[config.mk]
export PLATFORM = sky130hd
export DESIGN_NAME = fetch_unit
export DESIGN_NICKNAME = d
export VERILOG_FILES = /design/src/rtl/fetch_unit.sv
export SDC_FILE = /design/constraint.sdc
export NUM_CORES = 1
export LEC_CHECK = 0
export CAP_MARGIN = 20
export CELL_PAD_IN_SITES_DETAIL_PLACEMENT = 1
export CELL_PAD_IN_SITES_GLOBAL_PLACEMENT = 1
export CORE_MARGIN = 5
export CORE_UTILIZATION = 32
export DETAILED_ROUTE_END_ITERATION = 10
export GPL_ROUTABILITY_DRIVEN = 0
export PLACE_DENSITY_LB_ADDON = 0.1
export SLEW_MARGIN = 25
export SYNTH_ARGS = -nofsm -noshare
export SYNTH_HDL_FRONTEND = slang
export SYNTH_SLANG_ARGS = --single-unit
[constraint.sdc]
create_clock -name clk -period 1.7 [get_ports clk]
set_input_delay 0.255 -clock clk [delete_from_list [all_inputs] [get_ports clk]]
set_output_delay 0.255 -clock clk [all_outputs]
set_load 0.005 [all_outputs]
[src/rtl/fetch_unit.sv]
// Instruction fetch stage: owns the PC, handshakes with instruction memory,
// and presents one held instruction at a time to decode.
module fetch_unit #(
    parameter logic [15:0] RESET_PC    = 16'h0000,
    parameter logic [15:0] NOP_INSTR   = 16'h0800,
    parameter logic [4:0]  HALT_OPCODE = 5'b00000
) (
    input  logic        clk,
    input  logic        rst_n,
    output logic        imem_req,
    output logic [15:0] imem_addr,
    input  logic        imem_rdy,
    input  logic [15:0] imem_data,
    output logic [15:0] instr,
    output logic [4:0]  opcode,
    output logic [15:0] instr_pc,
    output logic [15:0] instr_pc_plus2,
    output logic        instr_valid,
    input  logic        stall,
    input  logic        redirect_valid,
    input  logic [15:0] redirect_pc,
    output logic        halted
);

    typedef enum logic [1:0] {StFetch, StHold, StHalt} state_e;

    state_e      state_q, state_d;
    logic [15:0] pc_q, pc_d;
    logic [15:0] instr_q, instr_d;
    logic [15:0] instr_pc_q, instr_pc_d;
    logic        instr_valid_q, instr_valid_d;
    logic        halted_q, halted_d;
    logic        redir_pend_q, redir_pend_d;
    logic [15:0] redir_tgt_q, redir_tgt_d;

    logic [15:0] redirect_tgt;
    logic        fetch_discard;
    logic        held_is_halt;

    // Instructions are halfword aligned, so the target LSB is dropped.
    assign redirect_tgt  = redirect_pc & ~16'h0001;
    // A response that races with or follows a redirect belongs to a stale path.
    assign fetch_discard = redir_pend_q | redirect_valid;
    assign held_is_halt  = (instr_q[15:11] == HALT_OPCODE);

    // State register
    always_ff @(posedge clk or negedge rst_n) begin
        if (!rst_n) begin
            state_q <= StFetch;
        end else begin
            state_q <= state_d;
        end
    end

    // Next-state logic; redirect outranks stall and a same-cycle response
    always_comb begin
        state_d = state_q;
        unique case (state_q)
            StFetch: begin
                if (imem_rdy && !fetch_discard) begin
                    state_d = StHold;
                end
            end
            StHold: begin
                if (redirect_valid) begin
                    state_d = StFetch;
                end else if (!stall) begin
                    state_d = held_is_halt ? StHalt : StFetch;
                end
            end
            StHalt: begin
                state_d = StHalt;
            end
            default: begin
                state_d = StFetch;
            end
        endcase
    end

    // Datapath next-state: PC, held instruction and pending redirect
    always_comb begin
        pc_d          = pc_q;
        instr_d       = instr_q;
        instr_pc_d    = instr_pc_q;
        instr_valid_d = instr_valid_q;
        halted_d      = halted_q;
        redir_pend_d  = redir_pend_q;
        redir_tgt_d   = redir_tgt_q;
        unique case (state_q)
            StFetch: begin
                if (imem_rdy) begin
                    if (fetch_discard) begin
                        // Same-cycle redirect is the most recent target.
                        pc_d         = redirect_valid ? redirect_tgt : redir_tgt_q;
                        redir_pend_d = 1'b0;
                    end else begin
                        instr_d       = imem_data;
                        instr_pc_d    = pc_q;
                        pc_d          = pc_q + 16'd2;
                        instr_valid_d = 1'b1;
                    end
                end else if (redirect_valid) begin
                    redir_pend_d = 1'b1;
                    redir_tgt_d  = redirect_tgt;
                end
            end
            StHold: begin
                if (redirect_valid) begin
                    instr_valid_d = 1'b0;
                    instr_d       = NOP_INSTR;
                    pc_d          = redirect_tgt;
                end else if (!stall) begin
                    instr_valid_d = 1'b0;
                    if (held_is_halt) begin
                        instr_d  = NOP_INSTR;
                        halted_d = 1'b1;
                    end
                end
            end
            default: begin
            end
        endcase
    end

    // Datapath registers
    always_ff @(posedge clk or negedge rst_n) begin
        if (!rst_n) begin
            pc_q          <= RESET_PC;
            instr_q       <= NOP_INSTR;
            instr_pc_q    <= 16'h0000;
            instr_valid_q <= 1'b0;
            halted_q      <= 1'b0;
            redir_pend_q  <= 1'b0;
            redir_tgt_q   <= 16'h0000;
        end else begin
            pc_q          <= pc_d;
            instr_q       <= instr_d;
            instr_pc_q    <= instr_pc_d;
            instr_valid_q <= instr_valid_d;
            halted_q      <= halted_d;
            redir_pend_q  <= redir_pend_d;
            redir_tgt_q   <= redir_tgt_d;
        end
    end

    // Outputs; the request is gated by reset so nothing is issued while held in reset
    always_comb begin
        imem_req       = rst_n && (state_q == StFetch);
        imem_addr      = pc_q;
        instr          = instr_q;
        opcode         = instr_q[15:11];
        instr_pc       = instr_pc_q;
        instr_pc_plus2 = instr_pc_q + 16'd2;
        instr_valid    = instr_valid_q;
        halted         = halted_q;
    end

endmodule

==> summary.md, run 1 <==
| Metric | Value |
|---|---|
| Status | complete, but fails checks |
| Failing checks | negative setup slack |
| P&R area growth vs syn | 65.6% |
| Placed inst area | 5250 sq um |
| Hold Worst Slack | 0.424 ns |
| Commonest non-fill, non-tap cells in the layout | buf_4 (87), clkdlybuf4s50_1 (78), dfrtp_1 (65) |
| Syn_nets | 394 |
| CP endpoint kind | primary output |
| Period utilisation layout | 1.13 |
| PnR worst setup slack | -0.220 ns |
| Post-Syn Instances | about 360 |
| Cell Area, Synth | roughly 3600 sq um |
| Max cap viols | 0 |
| Drt via density | 5.07 |
| Root buf cell | clkbuf_8 |
| Die area | ~13000 sq um |
| Die height | 116 um |
| Internal power | 6.32 mW |
| Reg2Reg Depth | 5 |
| Starting Density | 0.329 |
| Register area | 1730 sq um |
| Net Sw Frac | 0.351 |
| Ys async rst share | 1.00 |
| DR pass1 iterations | 4 |
| Num rows | 38 |
| Worst Path Required | between 1 and 1.5 ns |
| Antenna Cells | 0 |
| Combinational power share | 0.547 |
| CTS Buf Count | 9 |
| WL per Instance | 18.6 um |
| CP arrival | 1.67 ns |
| DRT iter0 DRCs | 145 |
| Critical R2R Launch | imem_addr[2] |
| Clk pwr share | 0.159 |
| Core ar. | 10900 sq um |
| Share of cells above drive strength 1 | 0.358 |
| Clk pin slew, worst setup/hold paths | approximately 0.080 ns |
| Critical path's slowest cell | dfrtp_1 |
| Post-route ant nets | 0 |
| Commonest non-fill, non-tap cell in the layout | buf_4 |
| Buffers plus inverters on the worst setup path | 2 |
| Startpoint types | flip-flop |
| DRC viols | 0 |
| Min Tclk post-route | around 1.9 ns |
| Critical path class | flip-flop to primary output |
| R2R Path End | imem_addr[15] |
| End-of-flow core utilization | 0.544 |
| Hold/Removal Path Class | input pin to async pin |
| First-pass GRT wire length | between 15000 and 20000 um |
| Setup slack, reg-to-reg | -0.08 ns |
| Post-synthesis sequential area ratio | 0.483 |
| DRT Wirelength | between 10000 and 15000 um |
| Crit-path cells | and4_4 -> nand4_1 -> buf_6 -> nor2b_4 -> xor2_1 -> buf_2 |
| Largest net degree at the start of global routing | 70 |
| Worst slew pin tran | 0.365 ns |
| Clock Path Buffers | 2 |
| Leakage | 2.72 nW |
| CTS sink count | 69 |
| Max FO, Critical Path | 3 |
| Area occupied by multi-input gates | 1870 sq um |
| Fin. max-slew vios | 0 |
| Final Hold Fails | 0 |
| Grt ovf | 0 |
| FMAX | 521 MHz |
| Grt met2 use | 0.328 |
| Most heavily used metal layer in global routing | met2 |
| CTS tree | yes |
| Sw power | approximately 3.4 mW |
| Layout fillers | 1239 |
| GRT Util Overall | 0.189 |
| Final setup fails | 13 |
| Post-synthesis register bit count | 69 |
| Cell variety after synth | 62 |
| H-tree depth | 3 |
| Power density over the cells | 1640 nW/um^2 |
| Layout Nets | 590 |
| Skew final | 0.00762 ns |
| Seq pwr share | 0.295 |
| Vias in the first global route | 3813 |
| VDD IR max | just over 0.0006 V |
| Worst-Skew Late Latency | around 0.35 ns |
| Final instance area | slightly below 6000 sq um |
| RSZ-0062 raised after global routing | true |
| Synth Flop Type | dfrtp_1 |
| Hpwl dp | a little over 9000 um |
| Die Wd | between 100 and 150 um |
| Via count | 3530 |
| CP peak stage delay | 0.35 ns |
| Yosys warnings | 0 |
| Boundary pin count | 109 |
| I/O Buffers | about 110 |
| GR met1 Demand/Resource | 0.237 |
| M3 GR Usage | 0.0413 |
| Number of flops mapped to enable cells by yosys | 0 |
| Max_slew headroom | 0.755 |
| Largest delay share family, worst path | simple AND/OR/NAND/NOR gates |
| Antenna violations before repair | 0 |
| Avg Inst Size Synth | 10.1 sq um |
-- kinds of logic (layout without fill, tap and decap cells) --
family                   count (synthesis)  count (layout)  synth area share
AND/OR/NAND/NOR                        139             140             0.204
buffers and inverters                   35             235            0.0605
adder cells (fa/ha/maj)                  2               2           0.00699
XOR/XNOR                                16              16            0.0391
AO/OA/AOI/OAI                           77              77             0.154
flip-flops                              69              69             0.483
multiplexers                            17              17            0.0528
-- what timing repair did --
item / in CTS / in global routing
gates cloned: 0 / 1
setup buffers: 14 / 15
resized for setup: 88 / 44
setup endpoints to repair: 44 / 63
hold endpoints to repair: 0 / 19
pin swaps: 18 / 21
hold buffers: 0 / 1
-- registers in the layout (all words and copies together), names as in the netlist --
name and count:
halted 1, redir_tgt_q 16, instr_valid 1, imem_addr 16, redir_pend_q 1, instr 16
state_q 2, instr_pc 16
-- synth_stat cells (8+ instances only) --
master	n	area share
dfrtp_1	68	0.48
nand2_1	58	0.061
a22o_1	16	0.039
a21oi_1	15	0.021
mux2_2	15	0.047
nor2_1	15	0.016
o21ai_0	14	0.020
nand3_1	12	0.017
nand4_1	11	0.019
xnor2_1	10	0.024
buf_2	8	0.011
inv_1	8	0.0084
-- layout make-up --
| type | instances | area share |
|---|---|---|
| Clock inverter | 4 | 0.0118 |
| Sequential cell | 69 | 0.292 |
| Clock buffer | 12 | 0.0262 |
| Tap cell | 140 | 0.0296 |
| Inverter | 8 | 0.00507 |
| Multi-Input combinational cell | 252 | 0.316 |
| Timing Repair Buffer | 211 | 0.320 |
-- stage by stage --
stage | TNS [ns] | power, mW | instances | setup WS [ns]
5_1_grt | -2.95 | 10.4 | 696 | -0.353
6_report | -1.46 | 9.74 | 696 | -0.220
3_5_place_dp | -18.04 | 7.83 | 652 | -0.370
4_1_cts | -1.31 | 9.51 | 680 | -0.231
2_1_floorplan | -0.0936 | 4.85 | 355 | -0.0908
3_3_place_gp | -14.91 | 7.67 | 652 | -0.305
-- worst min-delay path: stages --
cell	delay (ns)
dlygate4sd3_1	0.52
buf_4	0.10
buf_4	0.28
-- metal layers --
layer  part of all wire  wire length (um)
met2               0.51              6600
met3              0.057               744
met4             0.0094               122
met1               0.42              5480
met5                  0                 0
-- how the worst max path moves through the flow --
| stage | from | endpoint | slack, ns | cells after the start |
|---|---|---|---|---|
| floorplan | imem_addr[2] | imem_addr[15] | -0.09 | 5 |
| global route | instr_pc[4] | instr_pc_plus2[14] | -0.35 | 6 |
| detailed placement | redirect_valid | imem_addr[9] | -0.37 | 5 |
| finish | instr_pc[4] | instr_pc_plus2[14] | -0.22 | 6 |
| CTS | instr_pc[5] | instr_pc_plus2[15] | -0.23 | 5 |
| global placement | redirect_valid | imem_addr[9] | -0.31 | 5 |
-- power groups by stage --
stage               sequential [mW]  combinational, mW  clock (mW)
floorplan                      3.00               1.85           0
global placement               2.83               4.84           0
detailed placement             2.87               4.96           0
CTS                            2.85               5.07        1.59
global route                   2.97               5.78        1.66
finish                         2.87               5.33        1.55
No activity file was read; power rests on OpenSTA's default activity.
==> run 2: changes to the inputs <==
CELL_PAD_IN_SITES_DETAIL_PLACEMENT = 2   (was 1)
CELL_PAD_IN_SITES_GLOBAL_PLACEMENT = 2   (was 1)
CORE_UTILIZATION = 26   (was 32)
==> run 2 against run 1 <==
Against the previous run:
- the flow still finishes with violations (negative setup slack)
- sequential share of layout area fell by 1.3 points
- clock skew fell by 0.0029 ns
- non-clock buffer count rose by 3
- utilization fell by 7.9 points
- critical path depth did not move
- global-route usage fell by 1.7 points
- worst hold slack got worse by 0.29 ns
- largest power group unchanged
- highest routed layer unchanged
==> summary.md, run 2 (same netlist as run 1, synthesis figures left out) <==
| Metric | Value |
|---|---|
| Status | complete, but fails checks |
| Failing checks | negative setup slack |
| Grt ovf | 0 (unchanged) |
| Skew final | 0.00470 ns (-0.00292 ns) |
| First-pass GRT wire length | 21900 um (+11%) |
| CTS Buf Count | 9 (unchanged) |
| Layout fillers | 1400 (+13%) |
| Vias in the first global route | 3987 (+4.6%) |
| Sw power | 3.77 mW (+10%) |
| CTS tree | yes |
| Starting Density | 0.268 (-0.0606) |
| Min Tclk post-route | 1.87 ns (-0.0465 ns) |
| Drt via density | 4.88 (-3.7%) |
| Hold/Removal Path Class | input pin to async pin |
| DRC viols | 0 (unchanged) |
| Antenna violations before repair | 0 (unchanged) |
| Post-route ant nets | 0 (unchanged) |
| Seq pwr share | 0.271 (-0.024) |
| Antenna Cells | 0 (unchanged) |
| Total power | 10.8 mW (+11%) |
| Commonest non-fill, non-tap cells in the layout | buf_4 (84), clkdlybuf4s50_1 (81), dfrtp_1 (64) |
| CTS sink count | 69 (unchanged) |
| Die area | 16200 sq um (+21%) |
| Hpwl dp | 10100 um (+10%) |
| Critical path class | flip-flop to primary output |
| RSZ-0062 raised after global routing | true |
| Max FO, Critical Path | 3 (unchanged) |
| Net Sw Frac | 0.348 (-0.00292) |
| Final setup fails | 11 (-2) |
| Post-cts hold buffer count | 0 (unchanged) |
| GRT Util Overall | 0.172 (-0.0170) |
| Hold Worst Slack | 0.138 ns (-0.285 ns) |
| VDD IR max | 0.000695 V (+12%) |
| Worst slew pin tran | 0.915 ns (+0.550 ns) |
| Startpoint types | flip-flop |
| Clk pwr share | 0.202 (+0.043) |
| DRT iter0 DRCs | 143 (-1.4%) |
| Die height | 127 um (+10%) |
| Combinational power share | 0.527 (-0.020) |
| DRT Wirelength | 14700 um (+13%) |
| Root buf cell | clkbuf_16 |
| Clock Path Buffers | 2 (unchanged) |
| Largest net degree at the start of global routing | 70 (unchanged) |
| I/O Buffers | 107 (unchanged) |
| PnR worst setup slack | -0.174 ns (+0.0465 ns) |
| Fin. max-slew vios | 0 (unchanged) |
| Final Hold Fails | 0 (unchanged) |
| Internal power | 7.08 mW (+12%) |
| FMAX | 534 MHz (+2.5%) |
| Worst Path Required | 1.44 ns (about the same) |
| WL per Instance | 20.0 um (+7.6%) |
| CP endpoint kind | primary output |
| Num rows | 42 (+11%) |
| Leakage | 2.82 nW (+3.7%) |
| Core ar. | 13300 sq um (+23%) |
| Max_slew headroom | 0.390 (-0.365) |
| CP arrival | 1.62 ns (-0.05 ns) |
| Period utilisation layout | 1.10 (-0.0273) |
| Max cap viols | 0 (unchanged) |
| Layout Nets | 592 (+0.34%) |
| Worst-Skew Late Latency | 0.34 ns (about the same) |
| Boundary pin count | 109 (unchanged) |
| H-tree depth | 3 (unchanged) |
| Commonest non-fill, non-tap cell in the layout | buf_4 |
| Clk pin slew, worst setup/hold paths | 0.06 ns (-0.02 ns) |
| Die Wd | 127 um (+10%) |
| P&R area growth vs syn | 73.6% |
| Via count | 3585 (+1.6%) |
| DR pass1 iterations | 4 (unchanged) |
| Share of cells above drive strength 1 | 0.367 (+0.00947) |
| Power density over the cells | 1750 nW/um^2 (+6.2%) |
## run 2: changes by cell type in the layout (fill, tap and decap cells not counted), moves of 2 or more
| cell | change |
|---|---|
| xnor2_2 | +2 |
| clkbuf_16 | +9 |
| nand2_1 | -2 |
| mux2_4 | +15 |
| dlygate4sd2_1 | +2 |
| mux2_2 | -15 |
| xnor2_1 | -2 |
| clkdlybuf4s50_1 | +3 |
| buf_6 | +3 |
| buf_12 | +5 |
| nand3_2 | -2 |
| clkbuf_8 | -11 |
| buf_4 | -3 |
| dlymetal6s2s_1 | -5 |
## run 2: final cells by class
| cell class | instances | area, sq um | area share |
|---|---|---|---|
| Sequential cell | 69 | 1730 | 0.279 |
| Clock buffer | 10 | 229 | 0.0368 |
| Timing Repair Buffer | 214 | 1950 | 0.314 |
| Inverter | 8 | 30.0 | 0.00483 |
| Tap cell | 176 | 220 | 0.0354 |
| Clock inverter | 6 | 111 | 0.0179 |
| Multi-Input combinational cell | 251 | 1940 | 0.312 |
## run 2: power groups by stage
stage | Sequential, mW | Combinational [mW] | Clock [mW]
after floorplan | 3.00 | 1.85 | 0
after global placement | 2.85 | 5.01 | 0
after detailed placement | 2.90 | 5.16 | 0
after CTS | 2.91 | 5.23 | 2.23
after global routing | 3.04 | 6.19 | 2.31
final | 2.94 | 5.72 | 2.20
## run 2: critical path, stage by stage (launching register included)
cell	delay (ns)
dfrtp_1	0.34
and4_4	0.25
nand4_1	0.13
buf_4	0.18
nor2b_4	0.10
xor2_1	0.14
buf_2	0.13
## run 2: final timing paths
check	startpoint	endpoint	slack, ns	cells after the start
max	instr_pc[4]	instr_pc_plus2[14]	-0.17	6
min	rst_n	redir_tgt_q[1]	0.14	2
min reg2reg	halted	halted	0.47	1
max in group asynchronous	rst_n	imem_addr[3]	0.91	2
min in group clk	stall	state_q[0]	0.37	4
max reg2reg	imem_addr[1]	imem_addr[15]	-0.10	6
## run 2: stage by stage
step	util	worst slack [ns]	TNS, ns	std cells	instance area, sq um
2_1_floorplan	-	-0.0908	-0.0936	355	3610
3_3_place_gp	0.404	-0.330	-16.32	693	5400
3_5_place_dp	0.404	-0.362	-19.35	693	5400
4_1_cts	0.440	-0.219	-1.14	719	5880
5_1_grt	0.466	-0.270	-2.33	734	6220
6_report	0.466	-0.174	-1.10	734	6220
## run 2: timing repair
item	4_1_cts	5_1_grt
setup buffers	11	19
setup endpoints to repair	45	62
pin swaps	20	23
gates resized for setup	90	57
cloned	0	1
## run 2: metal layers
metal / GRT usage / routed length (um)
met3: 0.0292 / 622
met1: 0.210 / 6250
met2: 0.308 / 7650
met4: 0.0543 / 175
met5: 0 / 0
==> run 3: changes to the inputs <==
SKIP_CTS_REPAIR_TIMING = 1   (was default)
==> run 3 against run 2 <==
Against the previous run:
- the flow still finishes with violations (negative setup slack)
- clock power hardly changed
- total power is 1.6% lower
- sequential power hardly changed
- maximum frequency is 0.86% higher
- via count hardly changed
- utilization is 0.64 points lower
- final cell count is 0.14% lower
- combinational power is 3% lower
- register-to-register slack better by 0.03 ns
- die area stayed put
- clock skew is 0.0022 ns higher
==> summary.md, run 3 (same netlist as run 1, synthesis figures left out) <==
| Metric | Value |
|---|---|
| Hold/Removal Path Class | input pin to async pin |
| First-pass GRT wire length | 21100 um (-3.8%) |
| Dpl ws | -0.362 ns (unchanged) |
| Power density over the cells | 1740 nW/um^2 (-0.20%) |
| Skew final | 0.00689 ns (+0.00219 ns) |
| Status | complete, but fails checks |
| Worst slew pin tran | 0.917 ns (+0.00140 ns) |
| Clk pin slew, worst setup/hold paths | 0.06 ns (about the same) |
| Placed cells | 693 (unchanged) |
| Internal power | 7.00 mW (-1.1%) |
| PnR worst setup slack | -0.158 ns (+0.0159 ns) |
| Sum Neg Setup Slack | -1.08 ns (+0.0140 ns) |
| Grt ovf | 0 (unchanged) |
| DRT iter0 DRCs | 85 (-41%) |
| Area occupied by multi-input gates | 1860 sq um (-4.3%) |
| Reg2Reg Depth | 6 (unchanged) |
| Share of cells above drive strength 1 | 0.363 (-0.00473) |
| Via count | 3583 (-0.056%) |
| Final setup fails | 11 (unchanged) |
| Commonest non-fill, non-tap cell in the layout | buf_4 |
| Critical path origin | instr_pc[5] |
| CTS Buf Count | 9 (unchanged) |
| GR met1 Demand/Resource | 0.205 (-0.00438) |
| Commonest non-fill, non-tap cells in the layout | buf_4 (90), clkdlybuf4s50_1 (82), dfrtp_1 (64) |
| Startpoint types | flip-flop |
| Sw power | 3.68 mW (-2.5%) |
| CTS tree | yes |
| Total power | 10.7 mW (-1.6%) |
| DRT Wirelength | 14400 um (-2.2%) |
| GRT Util Overall | 0.165 (-0.00702) |
| Post-route ant nets | 0 (unchanged) |
| FMAX | 538 MHz (+0.86%) |
| Core ar. | 13300 sq um (unchanged) |
| Clk pwr share | 0.206 (+0.004) |
| Critical R2R Launch | imem_addr[1] |
| Most heavily used metal layer in global routing | met2 |
| Layout Nets | 591 (-0.17%) |
| R2R Path End | imem_addr[12] |
| CP arrival | 1.60 ns (-0.02 ns) |
| Clock Path Buffers | 2 (unchanged) |
| Seq pwr share | 0.274 (+0.003) |
| Critical path class | flip-flop to primary output |
| Num rows | 42 (unchanged) |
| Min Tclk post-route | 1.86 ns (-0.0159 ns) |
| Starting Density | 0.268 (unchanged) |
| CP endpoint kind | primary output |
| DR pass1 iterations | 4 (unchanged) |
| Net Sw Frac | 0.345 (-0.00323) |
| Antenna Cells | 0 (unchanged) |
| Die height | 127 um (unchanged) |
| Worst-Skew Late Latency | 0.34 ns (about the same) |
| Max FO, Critical Path | 4 (+1) |
| Max_slew headroom | 0.389 (-0.000932) |
| Boundary pin count | 109 (unchanged) |
| RSZ-0062 raised after global routing | true |
| Combinational power share | 0.521 (-0.006) |
| H-tree depth | 3 (unchanged) |
| Failing checks | negative setup slack |
| Die area | 16200 sq um (unchanged) |
| Antenna violations before repair | 0 (unchanged) |
| Layout fillers | 1404 (+0.29%) |
| Worst Path Required | 1.44 ns (about the same) |
| Grt met2 use | 0.291 (-0.0170) |
| Leakage | 2.80 nW (-0.71%) |
| Hpwl dp | 10100 um (unchanged) |
| Hold Worst Slack | 0.147 ns (+0.00898 ns) |
| End of the critical path | instr_pc_plus2[12] |
| P&R area growth vs syn | 71.3% |
| Drt via density | 4.89 (about the same) |
| Max cap viols | 0 (unchanged) |
| Final Hold Fails | 0 (unchanged) |
| Die Wd | 127 um (unchanged) |
| Setup slack, reg-to-reg | -0.07 ns (+0.03 ns) |
| Register area | 1730 sq um (unchanged) |
| Root buf cell | clkbuf_16 |
| Final Non-Filler Cells | 733 (-0.14%) |
| Fin. max-slew vios | 0 (unchanged) |
| CTS sink count | 69 (unchanged) |
| DRC viols | 0 (unchanged) |
| Period utilisation layout | 1.09 (-0.00937) |
| WL per Instance | 19.6 um (-2.1%) |
| I/O Buffers | 107 (unchanged) |
| Vias in the first global route | 3889 (-2.5%) |
| M3 GR Usage | 0.0280 (-0.00125) |
| Largest net degree at the start of global routing | 70 (unchanged) |
| VDD IR max | 0.000706 V (+1.6%) |
run 3: metal layers:
layer | routed length, um | vias up | share of wire
li1 | - | 1671 | -
met1 | 6290 | 1802 | 0.44
met2 | 7310 | 91 | 0.51
met3 | 529 | 19 | 0.037
met4 | 241 | 0 | 0.017
met5 | 0 | - | 0
run 3: worst max-delay path, cell delays in order, from the launching register on:
cell and delay [ns]:
dfrtp_1 0.35, and4_4 0.24, nand4_1 0.20, nor2b_1 0.20
xor2_1 0.15, buf_2 0.13
run 3: power by group through the flow:
| stage | clock network, mW | logic (mW) | registers (mW) |
|---|---|---|---|
| 6_report | 2.20 | 5.56 | 2.92 |
| 5_1_grt | 2.32 | 6.05 | 3.02 |
| 4_1_cts | 2.23 | 5.21 | 2.89 |
| 3_5_place_dp | 0 | 5.16 | 2.90 |
| 3_3_place_gp | 0 | 5.01 | 2.85 |
| 2_1_floorplan | 0 | 1.85 | 3.00 |
run 3: stage by stage:
stage                     area [sq um]   util
after floorplan                   3610      -
after global placement            5400  0.404
after detailed placement          5400  0.404
after CTS                         5740  0.430
after global routing              6130  0.459
final                             6130  0.459
run 3: worst min path at each step:
stage                     slack, ns        endpoint  depth (start not counted)
after CTS                      0.19  redir_tgt_q[1]                          2
after global placement         0.45          halted                          1
after global routing           0.24          halted                          2
after floorplan               -0.04          halted                          0
final                          0.15    redir_pend_q                          2
after detailed placement       0.46          halted                          1
run 3: final cells by class:
cell class,count,share of cell area
Clock inverter,6,0.0182
Timing Repair Buffer,213,0.318
Sequential cell,69,0.283
Tap cell,176,0.0359
Multi-Input combinational cell,251,0.303
Inverter,8,0.00490
Clock buffer,10,0.0373
